===== src/rtl/count_mon_pkg.sv =====
// Shared types and default sizing for the count monitor.
package count_mon_pkg;

  localparam int DEF_WIDTH  = 4;
  localparam int DEF_STABLE = 2;
  localparam int DEF_ERRW   = 8;

  typedef enum logic [1:0] {
    ST_INIT = 2'd0,
    ST_SYNC = 2'd1,
    ST_UP   = 2'd2,
    ST_DOWN = 2'd3
  } state_e;

endpackage


===== src/rtl/stab_filter.sv =====
// Samples the slow count bus and emits a one-cycle acceptance pulse once a
// value has sat unchanged in the sample register for STABLE edges.
module stab_filter #(
  parameter int WIDTH  = 4,
  parameter int STABLE = 2
) (
  input  logic             clk,
  input  logic             nrst,
  input  logic [WIDTH-1:0] count_in,
  output logic             acc_valid,
  output logic [WIDTH-1:0] acc_value
);

  localparam int             HW       = $clog2(STABLE + 1) + 1;
  localparam logic [HW-1:0]  HOLD_MAX = HW'(STABLE);

  logic [WIDTH-1:0] in_q_r;
  logic [HW-1:0]    hold_r;
  logic [HW-1:0]    hold_nx_s;
  logic             changed_s;
  logic             accept_s;
  logic             acc_valid_r;

  // Hold count tracks how many edges the value now entering in_q has been resident.
  always_comb begin
    hold_nx_s = hold_r;
    changed_s = (count_in != in_q_r);
    if (changed_s) begin
      hold_nx_s = HW'(1);
    end else if (hold_r == HOLD_MAX) begin
      hold_nx_s = hold_r;
    end else begin
      hold_nx_s = hold_r + HW'(1);
    end
    // hold_r starts at zero so the very first value after reset is accepted even if it equals in_q.
    accept_s = (hold_nx_s == HOLD_MAX) && (changed_s || (hold_r != HOLD_MAX));
  end

  // Sample register, hold counter and registered acceptance pulse.
  always_ff @(posedge clk or negedge nrst) begin
    if (!nrst) begin
      in_q_r      <= '0;
      hold_r      <= '0;
      acc_valid_r <= 1'b0;
    end else begin
      in_q_r      <= count_in;
      hold_r      <= hold_nx_s;
      acc_valid_r <= accept_s;
    end
  end

  assign acc_valid = acc_valid_r;
  assign acc_value = in_q_r;

endmodule


===== src/rtl/count_monitor.sv =====
// Classifies each accepted count change as an up step, down step or illegal
// jump, tracks direction and keeps a saturating error tally.
module count_monitor
  import count_mon_pkg::*;
#(
  parameter int WIDTH  = DEF_WIDTH,
  parameter int STABLE = DEF_STABLE,
  parameter int ERRW   = DEF_ERRW
) (
  input  logic             clk,
  input  logic             nrst,
  input  logic [WIDTH-1:0] count_in,
  output logic             step,
  output logic             dir,
  output logic             dir_valid,
  output logic             dir_change,
  output logic             err,
  output logic [ERRW-1:0]  err_cnt,
  output logic [WIDTH-1:0] value
);

  localparam logic [WIDTH-1:0] ONE     = WIDTH'(1);
  localparam logic [ERRW-1:0]  ERR_MAX = {ERRW{1'b1}};

  logic             acc_valid_s;
  logic [WIDTH-1:0] acc_value_s;
  logic             up_s;
  logic             down_s;
  logic             same_s;

  state_e           state_r, state_nx_s;
  logic             step_r, step_nx_s;
  logic             err_r, err_nx_s;
  logic             dir_change_r, dir_change_nx_s;
  logic             dir_r, dir_nx_s;
  logic             dir_valid_r, dir_valid_nx_s;
  logic [WIDTH-1:0] value_r, value_nx_s;
  logic [ERRW-1:0]  err_cnt_r, err_cnt_nx_s;

  stab_filter #(
    .WIDTH  (WIDTH),
    .STABLE (STABLE)
  ) u_filter (
    .clk       (clk),
    .nrst      (nrst),
    .count_in  (count_in),
    .acc_valid (acc_valid_s),
    .acc_value (acc_value_s)
  );

  // The last accepted value is the reference; arithmetic wraps at WIDTH bits.
  assign up_s   = (acc_value_s == value_r + ONE);
  assign down_s = (acc_value_s == value_r - ONE);
  assign same_s = (acc_value_s == value_r);

  // Next-state and next-output decode for each acceptance.
  always_comb begin
    state_nx_s      = state_r;
    step_nx_s       = 1'b0;
    err_nx_s        = 1'b0;
    dir_change_nx_s = 1'b0;
    dir_nx_s        = dir_r;
    dir_valid_nx_s  = dir_valid_r;
    value_nx_s      = value_r;
    if (!acc_valid_s) begin
      state_nx_s = state_r;
    end else if (state_r == ST_INIT) begin
      value_nx_s = acc_value_s;
      state_nx_s = ST_SYNC;
    end else if (same_s) begin
      state_nx_s = state_r;
    end else begin
      value_nx_s = acc_value_s;
      if (up_s) begin
        step_nx_s       = 1'b1;
        dir_nx_s        = 1'b1;
        dir_valid_nx_s  = 1'b1;
        dir_change_nx_s = (state_r == ST_DOWN);
        state_nx_s      = ST_UP;
      end else if (down_s) begin
        step_nx_s       = 1'b1;
        dir_nx_s        = 1'b0;
        dir_valid_nx_s  = 1'b1;
        dir_change_nx_s = (state_r == ST_UP);
        state_nx_s      = ST_DOWN;
      end else begin
        // Illegal jump: drop direction confidence but keep dir for display.
        err_nx_s       = 1'b1;
        dir_valid_nx_s = 1'b0;
        state_nx_s     = ST_SYNC;
      end
    end

    if (err_nx_s && (err_cnt_r != ERR_MAX)) begin
      err_cnt_nx_s = err_cnt_r + ERRW'(1);
    end else begin
      err_cnt_nx_s = err_cnt_r;
    end
  end

  // State and registered outputs.
  always_ff @(posedge clk or negedge nrst) begin
    if (!nrst) begin
      state_r      <= ST_INIT;
      step_r       <= 1'b0;
      err_r        <= 1'b0;
      dir_change_r <= 1'b0;
      dir_r        <= 1'b0;
      dir_valid_r  <= 1'b0;
      value_r      <= '0;
      err_cnt_r    <= '0;
    end else begin
      state_r      <= state_nx_s;
      step_r       <= step_nx_s;
      err_r        <= err_nx_s;
      dir_change_r <= dir_change_nx_s;
      dir_r        <= dir_nx_s;
      dir_valid_r  <= dir_valid_nx_s;
      value_r      <= value_nx_s;
      err_cnt_r    <= err_cnt_nx_s;
    end
  end

  assign step       = step_r;
  assign err        = err_r;
  assign dir_change = dir_change_r;
  assign dir        = dir_r;
  assign dir_valid  = dir_valid_r;
  assign value      = value_r;
  assign err_cnt    = err_cnt_r;

endmodule


===== config.mk =====
export PLATFORM = sky130hd
export DESIGN_NAME = count_monitor
export DESIGN_NICKNAME = d
export VERILOG_FILES = /design/src/rtl/count_mon_pkg.sv /design/src/rtl/stab_filter.sv /design/src/rtl/count_monitor.sv
export SDC_FILE = /design/constraint.sdc
export NUM_CORES = 1
export LEC_CHECK = 0
export BUFFER_PORTS_ARGS = -buffer_cell sky130_fd_sc_hd__buf_2
export CAP_MARGIN = 5
export CORE_ASPECT_RATIO = 1.2
export CORE_MARGIN = 2
export CORE_UTILIZATION = 58
export CTS_BUF_LIST = sky130_fd_sc_hd__clkbuf_4 sky130_fd_sc_hd__clkbuf_8
export DETAILED_ROUTE_END_ITERATION = 10
export GPL_TIMING_DRIVEN = 0
export PLACE_DENSITY = 0.86
export SLEW_MARGIN = 20
export SYNTH_ARGS = -nofsm -noshare
export SYNTH_HDL_FRONTEND = slang
export SYNTH_SLANG_ARGS = --single-unit

===== constraint.sdc =====
create_clock -name clk -period 2.54 [get_ports clk]
set_clock_uncertainty 0.1 [all_clocks]
set_input_delay 0.508 -clock clk [delete_from_list [all_inputs] [get_ports clk]]
set_output_delay 0.508 -clock clk [all_outputs]
set_load 0.02 [all_outputs]

==> reports/qor.csv, run 1 <==
metric;value;unit
ant_nets;0;
routed_wl;2.43;mm
yosysMostFrequentCell;dfrtp_1;
grt_max_degree;28;
synth.area.top_cells;dfrtp_1, xnor2_1, ha_1;
postCtsSetupRepairBufs;0;
drt-initial-drc-count;27;
critPathRequiredTime;2660;ps
dp_cells;175;
synth_seq_cells;27;
start_kind;flip-flop;
numCtsBuffers;3;
yosysWarnings;0;
status;complete, no violations;
hold_viol_final;0;
drt-vias-per-instance;5.44;
io_buffers;22;
firstDrtPassIters;4;
cts_buffer_depth;2;
max_stage_delay;510;ps
pwr-share-comb;45.6;%
drc;0;
clockPowerShare;12.5;%
max-vdd-ir-drop;0.000644;V
die_w;49.0;µm
grt.total_usage;20.4;%
die_y;58.0;µm
hpwl;1.84;mm
seq_power_share;41.9;%
area_delta_synth_final;12.5;%
regToRegStartpoint;value[0];
yosysUniqueCellTypes;33;
vias;974;
p_leak;0.779;nW
antenna_found_initial;0;
ctsResizeCount;0;
syn_inst;122;
path_max_fanout;10;
synth_area;1410;µm²
cts-hold-fix-buffers;0;
worstSetupEndpointType;flip-flop;
critPathLaunch;value[0];
dieArea;2840;µm²
cts-root-buf;clkbuf_4;
htree_levels;1;
period_share;92.4;%
path_cells;inv_1 > ha_1 > xnor2_1 > nor3b_2 > a22oi_4 > and3_4 > mux2_4;
switchingPower;0.000577;W
core_area;2310;µm²
first_global_vias;983;
tightest_slew;584;ps
cts_tree;yes;
rsz0062_at_grt;false;
drive_gt1_share;28.4;%
setup_tns;0;ps
crit_arrival;2470;ps
syn_area_per_cell;11.5;µm²
num_io_pins;23;
fp-row-count;19;
final_net_count;160;
power;0.00144;W
drt-wirelength-per-cell;13.6;µm
p_sw_share;40.0;%
slew_violations;0;
setup_violations;0;
clock-sinks;27;
async_flop_share;100;%
yosys.area.top_type;dfrtp_1;
synth_top_cell_area_share;48.0;%
grt_pass1_wl;4.39;mm
fin_crit;2350;ps
synth_edf_count;0;
synthFlopType;dfrtp_1;
fillCellCount;174;
slew-limit-headroom;61.0;%
antenna_cells;0;
insertion_delay;330;ps
cap_violations;0;
yosysSeqAreaShare;48.0;%
hold_class;input pin to asynchronous set/reset pin;
syn-num-nets;133;
clkTransAtPathRegs;130;ps
gp_congestion;0.887;
slowest_stage;dfrtp_1;
grt-ovfl-total;0;
internal_power;0.000864;W
path_class;flip-flop to flip-flop;
final_cells;179;
synth_commonest_cells;dfrtp_1, xnor2_1, nand2_1, nand4_1;
max_freq;426;MHz
initial_core_util;61.1;%
power_density;909;nW/µm²
==> worst max-delay path, delay by kind of cell, from the launching register on <==
family,cells,cell delay (ps)
fa+ha+maj,1,310
flops,1,510
xor+xnor,1,150
mux,1,300
buf+inv,1,90
simple gates,2,450
compound gates,1,340
==> per-layer routing <==
metal / part of all wire, % / vias to the layer above / global-route usage [%]
met3: 2.6 / 9 / 4.38
met4: 3.0 / 0 / 13.1
met1: 41 / 467 / 24.3
met2: 54 / 21 / 33.7
li1: - / 477 / -
met5: 0 / - / 0
==> power groups by stage <==
stage	Sequential, W	Clock, W	Combinational (W)
after floorplan	0.000682	0	0.000439
after global placement	0.000608	0	0.000648
after detailed placement	0.000615	0	0.000662
after CTS	0.000606	0.000189	0.000665
after global routing	0.000623	0.000201	0.000727
final	0.000605	0.000180	0.000657
==> through the flow <==
stage / util (%) / hold slack [ps] / setup slack [ps] / area, µm²
2_1_floorplan: - / 112 / 257 / 1410
3_3_place_gp: 67.6 / 376 / 238 / 1560
3_5_place_dp: 67.6 / 387 / 206 / 1560
4_1_cts: 68.7 / 62.5 / 181 / 1590
5_1_grt: 68.7 / 94.8 / 60.9 / 1590
6_report: 68.7 / 57.0 / 192 / 1590
==> kinds of logic (layout without fill, tap and decap cells) <==
family	count (synthesis)	in the layout	share of synthesized area, %
xor gates and xnor gates	20	20	15.6
adders and majority gates	5	5	4.44
muxes	4	4	3.73
buffers and inverters	8	34	2.75
DFF	27	27	48.0
and+or+nand+nor	44	44	18.1
AOI/OAI and AO/OA	14	14	7.37
==> cell type report <==
class | instances | area [µm²] | area share [%]
clock buffers | 3 | 22.5 | 1.42
plain buffers | 2 | 16.3 | 1.03
well taps | 31 | 38.8 | 2.45
repair buffers | 22 | 110 | 6.95
inverters | 6 | 22.5 | 1.42
flip-flops and latches | 27 | 676 | 42.6
clock inverters | 1 | 5.00 | 0.316
multi-input cells | 87 | 694 | 43.8
==> state kept, by name, summed over array words and instances (netlist names) <==
name	count
dir	1
value	4
u_filter.hold_r	3
dir_valid	1
state_r	2
u_filter.acc_valid	1
step	1
err_cnt	8
u_filter.acc_value	4
dir_change	1
err	1
==> cells in the final DEF, fill, tap and decap left out, drive strengths merged, types with 2 or more instances in the layout <==
master,netlist,layout
dfrtp,27,27
buf,1,23
nor2,6,6
nand4,8,8
nand2b,3,3
inv,6,6
mux2,4,4
clkbuf,1,4
nand3,4,4
ha,5,5
a21oi,4,4
nand2,7,7
xor2,2,2
and2,3,3
and3,5,5
xnor2,16,16
o21ai,5,5
xor3,2,2
nor3,5,5
==> path summary, 6_finish.rpt <==
path	endpoint	slack, ps	cells after the start
max	err_cnt[1]	190	7
min	u_filter.hold_r[1]	60	1
max reg2reg	err_cnt[1]	190	7
min reg2reg	dir_valid	410	2
max in group asynchronous	err_cnt[7]	1900	1
min in group clk	u_filter.acc_value[0]	200	1
Power figures use the tool's default switching activity.
==> run 2, diff against run 1 <==
- GPL_TIMING_DRIVEN: 0 -> unset
==> run 2 against run 1 <==
  * Worst setup slack improved by 41 ps
  * Worst hold slack improved by 14 ps
  * Critical endpoint unchanged
  * Die area stayed put
  * Global-route usage shrank 0.15 points
  * Sequential share of layout area grew 0.37 points
  * Wire length rose by 3.7%
  * Maximum frequency increased by 1.8%
  * Non-clock buffer count decreased by 2
  * Sequential cell count stayed put
  * Sequential power rose by 3%
  * Final cell count shrank 1.1%
  * Highest routed layer unchanged
==> reports/qor.csv, run 2 (synthesis gave the netlist of run 1 again) <==
metric;value;unit
status;complete, no violations;
ctsResizeCount;0;
slew-limit-headroom;60.6;%
internal_power;0.000862;W
crit_arrival;2420;ps
htree_levels;1;
switchingPower;0.000579;W
r2r_setup_slack;230;ps
power;0.00144;W
period_share;90.8;%
area_delta_synth_final;11.5;%
setup_tns;0;ps
dieArea;2840;µm²
path_max_fanout;10;
layout_commonest_cell;dfrtp_1;
die_y;58.0;µm
path_class;flip-flop to flip-flop;
p_sw_share;40.2;%
path_cells;inv_1 > ha_1 > xnor2_1 > nor3b_2 > a22oi_4 > and3_4 > mux2_4;
cpLargestDelayFamily;flip-flops;
largest_reg_flops;8;
clkTransAtPathRegs;130;ps
antenna_cells;0;
cts_tree;yes;
max_freq;433;MHz
grt_max_degree;28;
gp_congestion;0.889;
cap_violations;0;
rsz0062_at_grt;false;
pwr-share-comb;43.7;%
cp_num_buf_inv;1;
vias;983;
core_area;2310;µm²
drt-wirelength-per-cell;14.2;µm
seq_power_share;43.2;%
drive_gt1_share;27.4;%
postCtsSetupRepairBufs;0;
initial_core_util;61.1;%
insertion_delay;310;ps
cts-root-buf;clkbuf_4;
routed_wl;2.52;mm
hold_class;input pin to asynchronous set/reset pin;
fillCellCount;186;
power_density;917;nW/µm²
p_leak;0.769;nW
preCtsSetupSlack;234;ps
timing.final.ws_setup;233;ps
hpwl;1.89;mm
tightest_slew;591;ps
dp_cells;173;
fp-row-count;19;
drc;0;
slowest_stage;dfrtp_1;
num_io_pins;23;
grt.total_usage;20.2;%
io_buffers;22;
setup_violations;0;
final_cells;177;
max-vdd-ir-drop;0.000511;V
final_cell_mix;dfrtp_1, buf_2, xnor2_1;
first_global_vias;1020;
ant_nets;0;
critPathRequiredTime;2660;ps
antenna_found_initial;0;
drt-vias-per-instance;5.55;
clockPowerShare;13.1;%
grt_pass1_wl;4.33;mm
cts_buffer_depth;2;
die_w;49.0;µm
numCtsBuffers;3;
firstDrtPassIters;4;
worstSetupEndpointType;flip-flop;
hold_viol_final;0;
max_stage_delay;500;ps
grt-ovfl-total;0;
start_kind;flip-flop;
cts-hold-fix-buffers;0;
final_net_count;158;
clock-sinks;27;
fin_crit;2310;ps
slew_violations;0;
drt-initial-drc-count;24;
## run 2: cell count changes in the layout (fill, tap and decap cells not counted), sizes merged
cell and change:
buf -1, clkinv -1
## run 2: cell type report
| class | count | area [µm²] | share of cell area (%) |
|---|---|---|---|
| clock buffer | 4 | 30.0 | 1.91 |
| inverter | 6 | 22.5 | 1.43 |
| multi-input combinational | 87 | 694 | 44.2 |
| sequential | 27 | 676 | 43.0 |
| tap | 31 | 38.8 | 2.47 |
| timing repair buffer | 22 | 110 | 7.01 |
## run 2: metal layers
metal  GRT usage (%)  routed length (µm)
met1            25.0                1060
met5               0                   0
met3            2.84                  63
met2            33.9                1300
met4            12.7                  88
## run 2: path summary, 6_finish.rpt
path | start | endpoint | depth (start not counted)
max in group asynchronous | nrst | err_cnt[7] | 1
min | nrst | u_filter.acc_value[3] | 1
max | value[0] | err_cnt[1] | 7
min in group clk | count_in[3] | u_filter.acc_value[3] | 1
max reg2reg | value[0] | err_cnt[1] | 7
min reg2reg | dir | dir | 2
## run 2: metrics by stage
step / util, % / cell area [µm²] / hold WS, ps
final: 68.1 / 1570 / 70.6
after global routing: 68.1 / 1570 / 95.1
after CTS: 68.1 / 1570 / 81.0
after detailed placement: 66.8 / 1540 / 393
after global placement: 66.8 / 1540 / 380
after floorplan: - / 1410 / 112
## run 2: power by group through the flow
stage               Sequential [W]  Clock (W)  Combinational, W
floorplan                 0.000682          0          0.000439
global placement          0.000620          0          0.000620
detailed placement        0.000630          0          0.000631
CTS                       0.000622   0.000197          0.000633
global route              0.000636   0.000219          0.000694
finish                    0.000623   0.000189          0.000630
==> run 3, diff against run 2 <==
--- a/config.mk
+++ b/config.mk
@@ -14,4 +14,5 @@
 export DETAILED_ROUTE_END_ITERATION = 10
 export PLACE_DENSITY = 0.86
+export SETUP_SLACK_MARGIN = 0.3
 export SLEW_MARGIN = 20
 export SYNTH_ARGS = -nofsm -noshare
==> constraint.sdc (replaced) <==
create_clock -name clk -period 2.54 [get_ports clk]
set_clock_uncertainty 0.1 [all_clocks]
set_input_delay 0.254 -clock clk [delete_from_list [all_inputs] [get_ports clk]]
set_output_delay 0.254 -clock clk [all_outputs]
set_load 0.02 [all_outputs]
==> run 3 against run 2 <==
  * Design area up 8.5%
  * Sequential share of layout area decreased by 3.2 points
  * Final cell count up 6.2%
  * Largest cell class unchanged
  * Largest power group unchanged
  * Highest routed layer unchanged
==> reports/qor.csv, run 3 (synthesis gave the netlist of run 1 again) <==
metric;value;unit
status;complete, no violations;
gp_congestion;0.862;
timing.final.ws_setup;399;ps
seq_power_share;38.1;%
multi_input_comb_area;727;µm²
grt_max_degree;28;
vias;1014;
critPathRequiredTime;2670;ps
grt-ovfl-total;0;
internal_power;0.000973;W
initial_core_util;61.1;%
io_buffers;22;
area_delta_synth_final;21.0;%
cap_violations;0;
num_io_pins;23;
clkTransAtPathRegs;150;ps
regToRegStartpoint;value[0];
p_sw_share;40.9;%
hold_viol_final;0;
start_kind;flip-flop;
drt-vias-per-instance;5.39;
die_w;49.0;µm
switchingPower;0.000672;W
final_cell_mix;dfrtp_1, buf_2, xnor2_1;
grt_pass1_wl;4.66;mm
p_leak;0.824;nW
final_cells;188;
grt.total_usage;21.8;%
tightest_slew;601;ps
cts_buffer_depth;2;
drt-initial-drc-count;22;
antenna_cells;0;
max-vdd-ir-drop;0.000542;V
pwr-share-comb;50.4;%
cts-root-buf;clkbuf_4;
fp-row-count;19;
die_y;58.0;µm
crit_arrival;2280;ps
seq_area;678;µm²
setup_violations;0;
fin_crit;2140;ps
drt-wirelength-per-cell;14.6;µm
worstSetupEndpointType;flip-flop;
clock-sinks;27;
htree_levels;1;
rsz0062_at_grt;false;
cts_tree;yes;
hold_class;input pin to asynchronous set/reset pin;
r2r_cells;8;
antenna_found_initial;0;
dieArea;2840;µm²
slew-limit-headroom;60.0;%
setup_tns;0;ps
drive_gt1_share;31.8;%
worstReg2RegEnd;err_cnt[1];
dp_cells;173;
place_area;1540;µm²
insertion_delay;330;ps
final_net_count;169;
layout_commonest_cell;dfrtp_1;
r2r_setup_slack;400;ps
ant_nets;0;
preCtsSetupSlack;260;ps
path_max_fanout;5;
largest_reg_flops;8;
slew_violations;0;
core_area;2310;µm²
path_class;flip-flop to flip-flop;
drc;0;
power_density;965;nW/µm²
numCtsBuffers;3;
max_freq;467;MHz
first_global_vias;965;
fillCellCount;167;
period_share;84.3;%
design_area;1710;µm²
firstDrtPassIters;4;
clockPowerShare;11.6;%
final_util;74.0;%
routed_wl;2.74;mm
==> run 3: changes by cell type in the layout (fill, tap and decap cells not counted), sizes merged <==
cell / before / now
buf: 22 / 28
clkinvlp: 0 / 1
clkbuf: 4 / 3
dlygate4sd3: 0 / 5
==> run 3: critical path: stages, from the launching register on <==
cell	delay, ps
dfrtp_2	480
inv_1	130
ha_4	220
xnor2_2	130
buf_4	150
nor3_4	210
a22oi_4	120
and3_4	220
mux2_4	280
==> run 3: how the worst max path moves through the flow <==
stage,start,endpoint,cells past startpoint
2_1_floorplan,value[1],err_cnt[1],7
3_3_place_gp,value[0],err_cnt[1],7
3_5_place_dp,value[1],err_cnt[1],7
4_1_cts,value[0],err_cnt[1],7
5_1_grt,value[1],err_cnt[1],8
6_report,value[0],err_cnt[1],8
==> run 3: cell type report <==
| type | instances | area share, % |
|---|---|---|
| clock buffers | 3 | 1.32 |
| clock inverters | 1 | 0.440 |
| inverters | 6 | 1.32 |
| multi-input cells | 87 | 42.6 |
| flip-flops and latches | 27 | 39.8 |
| well taps | 31 | 2.27 |
| repair buffers | 33 | 12.3 |
==> run 3: timing repair <==
item | 4_1_cts | 5_1_grt
buffers inserted | 3 | 3
resized for setup | 3 | 3
pin swaps | 1 | 5
hold endpoints to repair | 31 | 0
hold buffers | 5 | 0
endpoints found under the setup margin | 1 | 4
==> run 3: layer usage <==
layer	share of wire, %	vias up	GRT usage, %	wire [µm]
met4	1.3	0	9.39	37
met3	2.0	4	1.55	56
met1	43	494	28.2	1180
met5	0	-	0	0
li1	-	493	-	-
met2	54	23	38.4	1470
==> run 3: power groups by stage <==
stage | clock (W) | sequential (W) | combinational (W)
2_1_floorplan | 0 | 0.000683 | 0.000439
3_3_place_gp | 0 | 0.000620 | 0.000620
3_5_place_dp | 0 | 0.000634 | 0.000647
4_1_cts | 0.000192 | 0.000627 | 0.000740
5_1_grt | 0.000210 | 0.000642 | 0.000894
6_report | 0.000190 | 0.000626 | 0.000829
==> run 3: stage by stage <==
stage,total power (W),hold WS [ps]
detailed placement,0.00128,186
finish,0.00165,342
floorplan,0.00112,-142
global placement,0.00124,179
global route,0.00175,407
CTS,0.00156,356
